## config.mk

```make
export PLATFORM = sky130hd
export DESIGN_NAME = add_share_arb
export DESIGN_NICKNAME = d
export VERILOG_FILES = /design/src/rtl/add_share_arb.sv
export SDC_FILE = /design/constraint.sdc
export NUM_CORES = 1
export LEC_CHECK = 0
export BUFFER_PORTS_ARGS = -buffer_cell sky130_fd_sc_hd__buf_2
export CORE_UTILIZATION = 40
export DETAILED_ROUTE_END_ITERATION = 8
export GPL_TIMING_DRIVEN = 1
export PLACE_DENSITY = 0.76
export SYNTH_ARGS = -nofsm -noshare
export SYNTH_HDL_FRONTEND = slang
export SYNTH_SLANG_ARGS = --single-unit
export TNS_END_PERCENT = 5
```

## constraint.sdc

```tcl
create_clock -name clk -period 2.55 [get_ports clk]
set_input_delay 0.51 -clock clk [delete_from_list [all_inputs] [get_ports clk]]
set_output_delay 0.51 -clock clk [all_outputs]
set_load 0.02 [all_outputs]
```

## src/rtl/add_share_arb.sv

```systemverilog
// Round-robin arbiter sharing one external combinational adder between two
// requesters, each with a private accumulator; results return on one tagged response port.
module add_share_arb #(
  parameter int WIDTH = 8
) (
  input  logic             clk,
  input  logic             rst_n,
  input  logic             req0_valid,
  output logic             req0_ready,
  input  logic [WIDTH-1:0] req0_a,
  input  logic [WIDTH-1:0] req0_b,
  input  logic             req0_acc,
  input  logic             req1_valid,
  output logic             req1_ready,
  input  logic [WIDTH-1:0] req1_a,
  input  logic [WIDTH-1:0] req1_b,
  input  logic             req1_acc,
  output logic [WIDTH-1:0] add_a,
  output logic [WIDTH-1:0] add_b,
  input  logic [WIDTH-1:0] add_sum,
  output logic             rsp_valid,
  input  logic             rsp_ready,
  output logic [WIDTH-1:0] rsp_sum,
  output logic             rsp_id
);

  typedef enum logic [1:0] {
    GNT_NONE,
    GNT_0,
    GNT_1
  } grant_e;

  grant_e           grant;
  logic             slot_free;

  logic             rsp_valid_q, rsp_valid_d;
  logic [WIDTH-1:0] rsp_sum_q,   rsp_sum_d;
  logic             rsp_id_q,    rsp_id_d;
  logic [WIDTH-1:0] acc0_q,      acc0_d;
  logic [WIDTH-1:0] acc1_q,      acc1_d;
  logic             last_grant_q, last_grant_d;

  // Grant depends only on valids, rsp_ready and state, never on add_sum.
  always_comb begin
    slot_free = !rsp_valid_q || rsp_ready;
    grant     = GNT_NONE;
    if (slot_free) begin
      if (req0_valid && req1_valid) begin
        grant = last_grant_q ? GNT_0 : GNT_1;
      end else if (req0_valid) begin
        grant = GNT_0;
      end else if (req1_valid) begin
        grant = GNT_1;
      end
    end
  end

  assign req0_ready = (grant == GNT_0);
  assign req1_ready = (grant == GNT_1);

  always_comb begin
    add_a        = '0;
    add_b        = '0;
    rsp_valid_d  = rsp_valid_q;
    rsp_sum_d    = rsp_sum_q;
    rsp_id_d     = rsp_id_q;
    acc0_d       = acc0_q;
    acc1_d       = acc1_q;
    last_grant_d = last_grant_q;

    case (grant)
      GNT_0: begin
        add_a        = req0_acc ? acc0_q : req0_a;
        add_b        = req0_b;
        rsp_valid_d  = 1'b1;
        rsp_sum_d    = add_sum;
        rsp_id_d     = 1'b0;
        acc0_d       = add_sum;
        last_grant_d = 1'b0;
      end
      GNT_1: begin
        add_a        = req1_acc ? acc1_q : req1_a;
        add_b        = req1_b;
        rsp_valid_d  = 1'b1;
        rsp_sum_d    = add_sum;
        rsp_id_d     = 1'b1;
        acc1_d       = add_sum;
        last_grant_d = 1'b1;
      end
      default: begin
        if (rsp_valid_q && rsp_ready) begin
          rsp_valid_d = 1'b0;
        end
      end
    endcase
  end

  always_ff @(posedge clk or negedge rst_n) begin
    if (!rst_n) begin
      rsp_valid_q  <= 1'b0;
      rsp_sum_q    <= '0;
      rsp_id_q     <= 1'b0;
      acc0_q       <= '0;
      acc1_q       <= '0;
      last_grant_q <= 1'b1;
    end else begin
      rsp_valid_q  <= rsp_valid_d;
      rsp_sum_q    <= rsp_sum_d;
      rsp_id_q     <= rsp_id_d;
      acc0_q       <= acc0_d;
      acc1_q       <= acc1_d;
      last_grant_q <= last_grant_d;
    end
  end

  assign rsp_valid = rsp_valid_q;
  assign rsp_sum   = rsp_sum_q;
  assign rsp_id    = rsp_id_q;

endmodule

```

; ---- Word level (Yosys, flattened, before mapping)
; Index checks and enable logic that the tools add are counted.
; W data, S select, Z words.
[word_totals]
regBits = 27
output_inout_bits = 28
[op_classes]
n_mux = 12
eq_ne = 2
reduce_logical = 7
[op_table]
columns = op, n
row1 = $pmux W8 S2, 2
row2 = $mux W8, 2
row3 = $mux W2, 5
row4 = $reduce_bool A2 Y1, 2
row5 = $eq A2 B1 Y1 const B, 1
row6 = $eq A2 B2 Y1 const B, 1
row7 = $logic_and A1 B1 Y1, 2
row8 = $mux W1, 2
row9 = $pmux W1 S2, 1
row10 = $reduce_or A2 Y1, 1
row11 = $logic_not A1 Y1, 1
row12 = $logic_or A1 B1 Y1, 1

; ---- Longest topological paths before layout
; Gate-level depths: netlist of the first run.
[depth]
ltp_word = 7
depth_mapped = 7

; ---- Least setup slack after synthesis of the first run
; OpenSTA, ideal clock, no wires.
[synth_path]
kind = input to output
start = input port rsp_ready
end = output port add_a[0]
setup_slack_ns = 0.110
path_buffers = 1
arrival_ns = 1.930
required_ns = 2.040
path_stages = 6
cell_sequence = nand2b_1 and3_1 ha_1 nand2b_1 buf_2 o22ai_1
[synth_via]
elab_chain_cells = 4
elab_cells_between_ends = 5
[synth_lines]
columns = element, line_no
row1 = from (decl), 22  ; input logic rsp_ready,
row2 = $logic_or A1 B1 Y1 (*), 45  ; slot_free = !rsp_valid_q || rsp_ready;
row3 = $mux W2 (*), 47  ; if (slot_free) begin
row4 = $eq A2 B2 Y1 / $eq A2 B1 Y1 (equally long branches), 71  ; case (grant)
row5 = $pmux W8 S2 (*), 71
row6 = to (decl), 18  ; output logic [WIDTH-1:0] add_a,
; Mark *: on every way between the ends. The rest lies on a longest branch, timed or not.

; ---- Worst setup path after layout of the first run
[layout_path]
start = register last_grant_q
end = output port add_b[0]
[layout_via]
elab_chain_cells = 5
elab_cells_between_ends = 6
[layout_lines]
columns = element, line_no
row1 = from (decl), 41  ; logic last_grant_q, last_grant_d;
row2 = from (signal assigned), 112  ; last_grant_q <= last_grant_d;
row3 = $mux W2 (*), 49  ; grant = last_grant_q ? GNT_0 : GNT_1;
row4 = $mux W2 (*), 48  ; if (req0_valid && req1_valid) begin
row5 = $mux W2 (*), 47
row6 = $eq A2 B2 Y1 / $eq A2 B1 Y1 (equally long branches), 71
row7 = $pmux W8 S2 (*), 71
row8 = to (decl), 19  ; output logic [WIDTH-1:0] add_b,
; Marks and branches as above.

==> results of run 1 <==
==> sequential cells by signal (all words and copies together) (netlist names) <==
register,count
last_grant_q,1
rsp_sum,8
rsp_valid,1
acc0_q,8
acc1_q,8
rsp_id,1
==> layout by cell type, fill, tap and decap left out <==
cell type	synthesis	layout
nand2_2	0	1
buf_6	3	2
buf_4	0	12
a22o_1	8	8
ha_4	0	2
dfrtp_1	26	26
nor2b_4	1	1
o22ai_1	8	8
nand3_1	2	1
and3_1	2	1
clkinv_2	0	1
buf_2	3	67
and3_4	0	1
mux2_2	17	17
nand2_1	6	5
mux2i_1	16	16
nand2b_4	0	4
nor2b_1	1	1
mux2_1	7	7
dfstp_2	1	1
ha_1	3	1
nand3_4	0	1
clkbuf_4	0	3
==> worst register-to-register path: cells and delay by family, from the launching register on <==
family / cells / cell delay, ns
adders and majority gates: 1 / 0.18
buffers and inverters: 1 / 0.18
DFF: 1 / 0.57
muxes: 1 / 0.35
and+or+nand+nor: 2 / 0.35
==> where the power goes <==
group	switching [W]	internal, W	total [W]
logic	0.000468	0.000467	0.000935
clock network	0.000126	0.0000590	0.000185
registers	0.000115	0.000645	0.000760
total	0.000709	0.00117	0.00188
==> kinds of logic (layout without fill, tap and decap cells) <==
family	count (synthesis)	after routing	share of synthesized area, %
AOI/OAI and AO/OA	16	16	8.47
adders and majority gates	3	3	2.65
buffers and inverters	9	85	4.50
DFF	27	27	47.7
muxes	40	40	30.3
and+or+nand+nor	16	16	6.35
==> routing by layer <==
metal | global-route usage, % | up-vias
met2 | 35.9 | 62
met1 | 23.0 | 570
li1 | - | 559
met5 | 0 | -
met4 | 6.35 | 0
met3 | 3.57 | 5
==> worst paths after layout <==
check	to	cells past startpoint
hold / removal	rsp_sum[6]	1
hold reg to reg	last_grant_q	2
max in group asynchronous	acc0_q[0]	1
min in group clk	rsp_sum[3]	2
setup reg to reg	acc0_q[5]	5
setup / recovery	add_b[0]	7
==> through the flow <==
step                total power, W  cell area [sq um]  instances  util, %  worst slack, ns
detailed placement         0.00163               1840        229     54.6          -0.0613
global route               0.00202               1960        233     58.4          -0.0606
finish                     0.00188               1960        233     58.4           0.0315
global placement           0.00159               1840        229     54.6          -0.0142
floorplan                  0.00134               1420        111        -            0.110
CTS                        0.00187               1930        233     57.3           0.0108
==> layout make-up <==
class	count	area (sq um)	share of cell area [%]
clock inverter	1	5.00	0.255
multi-input combinational	75	753	38.4
clock buffer	3	22.5	1.15
tap	46	57.6	2.93
timing repair buffer	81	448	22.8
sequential	27	677	34.5
==> repair_timing <==
| action | 4_1_cts | 5_1_grt |
|---|---|---|
| resized for setup | 14 | 8 |
| endpoints found under the setup margin | 16 | 16 |
| buffers inserted | 0 | 0 |
| pin swaps | 3 | 0 |
==> reports/qor.txt, run 1 <==
Outcome - finished clean
Largest net degree at the start of global routing - 28
Per-cell routed wire length - 15.0 um
Yosys cell types - 17
Total of max-cap violations - 0
ANT nets after route - 0
Routed wl met3 - 279 um
Most common cell in the netlist - dfrtp_1
Endpoint type of the worst setup path - output port
CTS root buffer - clkbuf_4
Slew of the pin with the lowest slew margin - 0.593 ns
Total grt overflow - 0
Highest routed layer - met4
Leak - 1.01 nW
Buf/Inv on CP - 2
Via Count - 1,196
Final Setup Violations - 0
Initial antenna violation count - 0
Setup Crit Path Kind - reg -> out
Row count - 21
Crit start category - register
Worst EP arrival - 2.01 ns
Fin nets - 238
Crit path cell chain - nand2b_4, nand3_4, ha_1, nor2b_1, buf_4, a22o_1, buf_4
Worst min-delay path class - in -> async
Die W - 61.6 um
Drt pass-1 iters - 4
Ant. Diodes - 0
CP top delay family - flip-flops
Die area - 0.00379 sq mm
Synth area leader - dfrtp_1
Via density - 5.13
Ports - 75
Gpl congestion - 0.664
Starting Density - 42.2%
Hold buffers post-CTS - 0
Syn-to-layout area delta - 38.4%
Origin of the critical flop-to-flop path - last_grant_q
Post-route clock period utilization - 98.8%
Worst-path maximum fanout - 8
Metal-1 WL - 1.44 mm
Clock Latency Late Sink - 0.33 ns
Main area contributors after synthesis - dfrtp_1, mux2_2, mux2i_1, mux2_1, a22o_1
Reg clk slew, reported paths - 0.15 ns
DR DRC count - 0
Commonest cells post-synth - dfrtp_1, mux2_2, mux2i_1, a22o_1, o22ai_1
Post-Syn Area - 0.00142 sq mm
Power Density - 958 mW/mm^2
Synth Register Bits - 27
Worst EP required - 2.04 ns
R2r setup slk - 0.82 ns
Post-synth EDFFs - 0
Ys Warns - 0
Core area - 0.00336 sq mm
CTS H-Tree Depth - 1
Unrepaired setup endpoints after global routing - true
Longest Clk Path Bufs - 2
Total GRT Usage - 19.6%
Max Slew Vio Count - 0
Hold Vio Cnt, Final - 0
Peak Freq - 397 MHz
I/O Buffers - 74
Synth top area share - 45.9%
Routed wire length - 3.50 mm
Hpwl dp - 2.76 mm
Fillers - 305
Worst Setup SP - last_grant_q
Cells after Synth - 111
Syn_nets - 161
Slew headroom - 60.5%
Ys async rst share - 100%
CTS buffer count - 3
CP max stage cell - dfstp_2
Synth Flop Type - dfrtp_1
Vias in the first global route - 1,199
Final TNS setup - 0 ns
Die height - 61.6 um
Clock skew - 0.00917 ns
Final min period - 2.52 ns
Clock sink count - 27
Average footprint of a synthesized cell - 12.8 sq um
Routed wl met2 - 1.73 mm
WHS - 0.160 ns
Drt initial violations - 42
VDD IR max - 0.440 mV
Crit path top cell by count - buf_4
Ratio of cells with drive above 1 in the final layout - 60.4%
First-pass GRT wire length - 5.32 mm
Sequential area share after synthesis - 47.7%
TritonCTS clock tree - built
Slowest stage delay, CP - 0.57 ns
No activity file was read; power rests on OpenSTA's default activity.
==> run 2, diff against run 1 <==
--- a/config.mk
+++ b/config.mk
@@ -8,8 +8,9 @@
 export BUFFER_PORTS_ARGS = -buffer_cell sky130_fd_sc_hd__buf_2
 export CORE_UTILIZATION = 40
 export DETAILED_ROUTE_END_ITERATION = 8
-export GPL_TIMING_DRIVEN = 1
-export PLACE_DENSITY = 0.76
+export GPL_TIMING_DRIVEN = 0
+export PLACE_DENSITY = 0.79
+export SLEW_MARGIN = 5
 export SYNTH_ARGS = -nofsm -noshare
 export SYNTH_HDL_FRONTEND = slang
 export SYNTH_SLANG_ARGS = --single-unit
==> constraint.sdc (replaced) <==
create_clock -name clk -period 2.25 [get_ports clk]
set_input_delay 0.45 -clock clk [delete_from_list [all_inputs] [get_ports clk]]
set_output_delay 0.45 -clock clk [all_outputs]
set_load 0.02 [all_outputs]
==> run 2 against run 1 <==
The flow now finishes with violations (setup timing). Critical path depth is 1 lower. Clock power is 15% higher. Global-route usage is 0.13 points lower. Largest power group unchanged. Register-to-register slack worse by 0.40 ns.
==> reports/qor.txt, run 2 (synthesis gave the netlist of run 1 again) <==
Outcome - finished, violations left
Failing checks - setup timing
Worst EP arrival - 2.03 ns (+0.02 ns)
Clock Latency Late Sink - 0.33 ns (about the same)
Placed Area - 0.00184 sq mm (about the same)
Max Slew Vio Count - 0 (unchanged)
Die height - 61.6 um (unchanged)
Pre-CTS WS - -0.240 ns (-0.178 ns)
Total of max-cap violations - 0 (unchanged)
Hold Vio Cnt, Final - 0 (unchanged)
DR DRC count - 0 (unchanged)
CTS root buffer - clkbuf_4
Worst EP required - 1.80 ns (-0.24 ns)
Drt pass-1 iters - 4 (unchanged)
Gpl congestion - 0.652 (-1.9%)
Total grt overflow - 0 (unchanged)
Drt initial violations - 19 (-55%)
Final min period - 2.48 ns
Ant. Diodes - 0 (unchanged)
Most common cell after layout, fill and taps aside - buf_2
Clock sink count - 27 (unchanged)
Fin nets - 241 (+1.3%)
Core area - 0.00336 sq mm (unchanged)
Slew headroom - 61.5% (+1.0 points)
Routed wire length - 3.67 mm (+4.9%)
WHS - 0.0972 ns (-0.0633 ns)
Clock skew - 0.0102 ns (+0.00104 ns)
Die W - 61.6 um (unchanged)
Total power - 0.00229 W (+22%)
Setup Crit Path Kind - reg -> out
Die area - 0.00379 sq mm (unchanged)
Row count - 21 (unchanged)
Via density - 5.11 (-0.53%)
Reg clk slew, reported paths - 0.15 ns (about the same)
Largest net degree at the start of global routing - 28 (unchanged)
Design area - 0.00216 sq mm (+10%)
Worst min-delay path class - in -> async
Final TNS setup - -3.13 ns (-3.13 ns)
Hold buffers post-CTS - 0 (unchanged)
Slew of the pin with the lowest slew margin - 0.578 ns (-0.0150 ns)
CTS H-Tree Depth - 1 (unchanged)
Peak Freq - 404 MHz
ANT nets after route - 0 (unchanged)
Unrepaired setup endpoints after global routing - true
Via Count - 1,205 (+0.75%)
PnR worst setup slack - -0.227 ns (-0.258 ns)
Initial antenna violation count - 0 (unchanged)
First-pass GRT wire length - 5.30 mm (-0.38%)
Starting Density - 42.2% (unchanged)
Most frequent cells in the layout - buf_2, dfrtp_1, buf_6
Ratio of cells with drive above 1 in the final layout - 66.3% (+5.9 points)
R2r setup slk - 0.42 ns (-0.40 ns)
Fillers - 299 (-2.0%)
TritonCTS clock tree - built
I/O Buffers - 72 (-2.7%)
VDD IR max - 0.634 mV (+44%)
Worst-path maximum fanout - 8 (unchanged)
Hpwl dp - 2.44 mm (-12%)
CTS buffer count - 3 (unchanged)
Crit start category - register
Total GRT Usage - 19.5% (-0.13 points)
Post-route clock period utilization - 110%
Ports - 75 (unchanged)
Endpoint type of the worst setup path - output port
Per-cell routed wire length - 15.5 um (+3.5%)
Syn-to-layout area delta - 52.6%
Vias in the first global route - 1,180 (-1.6%)
Power Density - 1060 mW/mm^2 (+10%)
Leak - 1.05 nW (+4.2%)
Final Setup Violations - 16 (+16)
Longest Clk Path Bufs - 2 (unchanged)
==> run 2: critical path, stage by stage, from the launching register on <==
cell and delay [ns]:
dfstp_2 0.58, nand2b_4 0.15, nand3_4 0.09, ha_4 0.28, nand2b_4 0.24, o22ai_2 0.21, buf_6 0.15
==> run 2: layout make-up <==
class | count | area, sq um | share of cell area (%)
plain buffers | 7 | 60.1 | 2.77
flip-flops and latches | 27 | 677 | 31.3
well taps | 46 | 57.6 | 2.66
clock buffers | 3 | 22.5 | 1.04
multi-input cells | 75 | 841 | 38.8
repair buffers | 77 | 502 | 23.2
clock inverters | 1 | 5.00 | 0.231
==> run 2: metal layers <==
metal,GRT usage [%],vias to the layer above,routed length (um)
li1,-,571,-
met1,23.7,567,1530
met2,35.6,62,1830
met3,3.99,5,272
met4,3.81,0,25
met5,0,-,0
==> run 2: path summary, 6_finish.rpt <==
kind                              start  cells after the start            to
max                        last_grant_q                      6      add_a[1]
min                               rst_n                      1     acc1_q[1]
max reg2reg                last_grant_q                      6    rsp_sum[4]
min reg2reg                last_grant_q                      2  last_grant_q
max in group asynchronous         rst_n                      1    rsp_sum[2]
min in group clk             add_sum[5]                      2    rsp_sum[5]
==> run 2: repair_timing <==
item	4_1_cts	5_1_grt
gates cloned	0	1
pin swaps	9	7
setup endpoints to repair	16	16
buffers inserted	3	1
gates resized for setup	54	15
==> run 2: power by group <==
group          internal, W  switching (W)  leakage, nW
Clock            0.0000667       0.000145       0.0177
Sequential        0.000731       0.000129        0.316
Combinational     0.000618       0.000598        0.714
==> run 2: per-stage QoR <==
step / util (%) / cells
6_report: 64.4 / 236
5_1_grt: 64.4 / 236
4_1_cts: 62.8 / 236
3_5_place_dp: 54.6 / 229
3_3_place_gp: 54.6 / 229
2_1_floorplan: - / 111
==> run 3, diff against run 2 <==
--- a/config.mk
+++ b/config.mk
@@ -6,6 +6,7 @@
 export NUM_CORES = 1
 export LEC_CHECK = 0
 export BUFFER_PORTS_ARGS = -buffer_cell sky130_fd_sc_hd__buf_2
+export CORE_MARGIN = 5
 export CORE_UTILIZATION = 40
 export DETAILED_ROUTE_END_ITERATION = 8
 export GPL_TIMING_DRIVEN = 0
==> run 3 against run 2 <==
The flow still finishes with violations (setup timing). Combinational power about the same. Register-to-register slack worse by 0.09 ns. Worst hold slack improved by 0.014 ns. Final cell count stayed put. First-iteration DRC count grew 32%. Cell area decreased by 0.46%. Sequential power is essentially flat. Clock skew shrank 0.0057 ns.
==> reports/qor.txt, run 3 (synthesis gave the netlist of run 1 again) <==
WHS - 0.111 ns (+0.0138 ns)
Dpl cells - 229 (unchanged)
ANT nets after route - 0 (unchanged)
VDD IR max - 0.632 mV (-0.31%)
Met3 usage - 3.91% (-0.079 points)
Vias in the first global route - 1,382 (+17%)
Total GRT Usage - 16.9% (-2.5 points)
Pre-CTS WS - -0.254 ns (-0.0146 ns)
Reg clk slew, reported paths - 0.14 ns (about the same)
Worst min-delay path class - in -> async
Unrepaired setup endpoints after global routing - true
Power Density - 1060 mW/mm^2 (+0.25%)
Row count - 21 (unchanged)
Fin util - 63.6% (-0.79 points)
Origin of the critical flop-to-flop path - last_grant_q
Outcome - finished, violations left
Setup Crit Path Kind - reg -> out
Die height - 69.6 um (+13%)
PnR worst setup slack - -0.189 ns (+0.0383 ns)
CTS buffer count - 3 (unchanged)
Slew of the pin with the lowest slew margin - 0.586 ns (+0.00815 ns)
CTS root buffer - clkbuf_4
Ports - 75 (unchanged)
Leak - 1.05 nW (+0.18%)
Final Setup Violations - 16 (unchanged)
Core area - 0.00339 sq mm (+0.78%)
Drt initial violations - 25 (+6)
Critical R2R Capture - rsp_sum[4]
Ant. Diodes - 0 (unchanged)
Via Count - 1,192 (-1.1%)
I/O Buffers - 72 (unchanged)
Crit path top cell by count - nand2b_4
GR Util met1 - 21.8% (-2.0 points)
Largest net degree at the start of global routing - 28 (unchanged)
Slowest stage delay, CP - 0.56 ns (-0.02 ns)
Most frequent cells in the layout - buf_2, dfrtp_1, mux2_2
Die area - 0.00484 sq mm (+28%)
CTS H-Tree Depth - 1 (unchanged)
Met2 Usage GRT - 29.1% (-6.5 points)
Clock sink count - 27 (unchanged)
Syn-to-layout area delta - 51.9%
Gpl congestion - 0.800 (+23%)
Worst R2R Path Depth - 7 (+1)
Crit start category - register
Initial antenna violation count - 0 (unchanged)
Failing checks - setup timing
Hold Vio Cnt, Final - 0 (unchanged)
Fin nets - 241 (unchanged)
Worst EP arrival - 1.99 ns (-0.04 ns)
Per-cell routed wire length - 16.7 um (+7.4%)
Worst EP required - 1.80 ns (about the same)
Most common cell after layout, fill and taps aside - buf_2
Via density - 5.05 (-1.1%)
Total grt overflow - 0 (unchanged)
Hpwl dp - 2.77 mm (+14%)
Busiest layer in global routing - met2
Starting Density - 41.9% (-0.33 points)
Die W - 69.6 um (+13%)
Finished Layout Cells - 236 (unchanged)
Clock Latency Late Sink - 0.31 ns (-0.02 ns)
Longest Clk Path Bufs - 2 (unchanged)
R2r setup slk - 0.33 ns (-0.09 ns)
Total of max-cap violations - 0 (unchanged)
Max Slew Vio Count - 0 (unchanged)
Endpoint type of the worst setup path - output port
Worst-path maximum fanout - 8 (unchanged)
DR DRC count - 0 (unchanged)
Ratio of cells with drive above 1 in the final layout - 65.8% (-0.53 points)
Crit path cell chain - nand2b_4, nand3_4, ha_4, nand2b_4, buf_12, o22ai_2, buf_6
First-pass GRT wire length - 6.67 mm (+26%)
Clock skew - 0.00447 ns (-0.00573 ns)
Peak Freq - 410 MHz (+1.6%)
Post-route clock period utilization - 108% (-1.7 points)
TritonCTS clock tree - built
Final TNS setup - -2.71 ns (+0.426 ns)
Final min period - 2.44 ns (-0.0383 ns)
CP max stage cell - dfstp_2
Drt pass-1 iters - 4 (unchanged)
Slew headroom - 60.9% (-0.54 points)
Routed wire length - 3.94 mm (+7.4%)
==> run 3: cell counts in the layout (fill, tap and decap cells not counted) <==
Identical to the previous run, type by type.
==> run 3: area by class of cell <==
cell class,count,area [sq um]
buffer,7,68.8
sequential,27,677
timing repair buffer,77,480
clock buffer,3,22.5
multi-input combinational,75,843
tap,46,57.6
clock inverter,1,5.00
fill,274,1230
==> run 3: worst max path at each step <==
stage | start | to | slack [ns] | cells after the start
after CTS | last_grant_q | add_a[6] | -0.18 | 7
after global routing | last_grant_q | add_b[0] | -0.28 | 7
final | last_grant_q | add_a[2] | -0.19 | 7
after global placement | rsp_ready | add_a[1] | -0.23 | 8
after floorplan | rsp_ready | add_a[0] | -0.07 | 6
after detailed placement | rsp_ready | add_a[0] | -0.25 | 8
==> run 3: per-stage QoR <==
stage          power, W  instance area (sq um)
2_1_floorplan   0.00152                   1420
3_3_place_gp    0.00180                   1840
3_5_place_dp    0.00183                   1840
4_1_cts         0.00229                   2150
5_1_grt         0.00245                   2150
6_report        0.00228                   2150
==> run 3: routing by layer <==
layer  part of all wire, %  vias to the layer above
li1                      -                      565
met1                    42                      565
met2                    49                       60
met3                   8.2                        2
met4                  0.23                        0
met5                     0                        -
==> run 3: report_power, final <==
part / internal [W] / switching, W / leakage, nW / total, W
registers: 0.000731 / 0.000131 / 0.316 / 0.000863
logic: 0.000611 / 0.000608 / 0.716 / 0.00122
clock network: 0.0000664 / 0.000135 / 0.0177 / 0.000201
==> run 3: what timing repair did <==
action,in CTS,in global routing
setup endpoints to repair,16,16
gates resized for setup,57,3
gates cloned,1,0
buffers inserted,3,1
pin swaps,17,2
hold buffers,0,0
==> run 3: critical path, delay by kind of cell (launching register included) <==
family	cells	cell delay [ns]
AOI/OAI and AO/OA	1	0.16
adders and majority gates	1	0.29
buffers and inverters	2	0.29
DFF	1	0.56
and+or+nand+nor	3	0.37
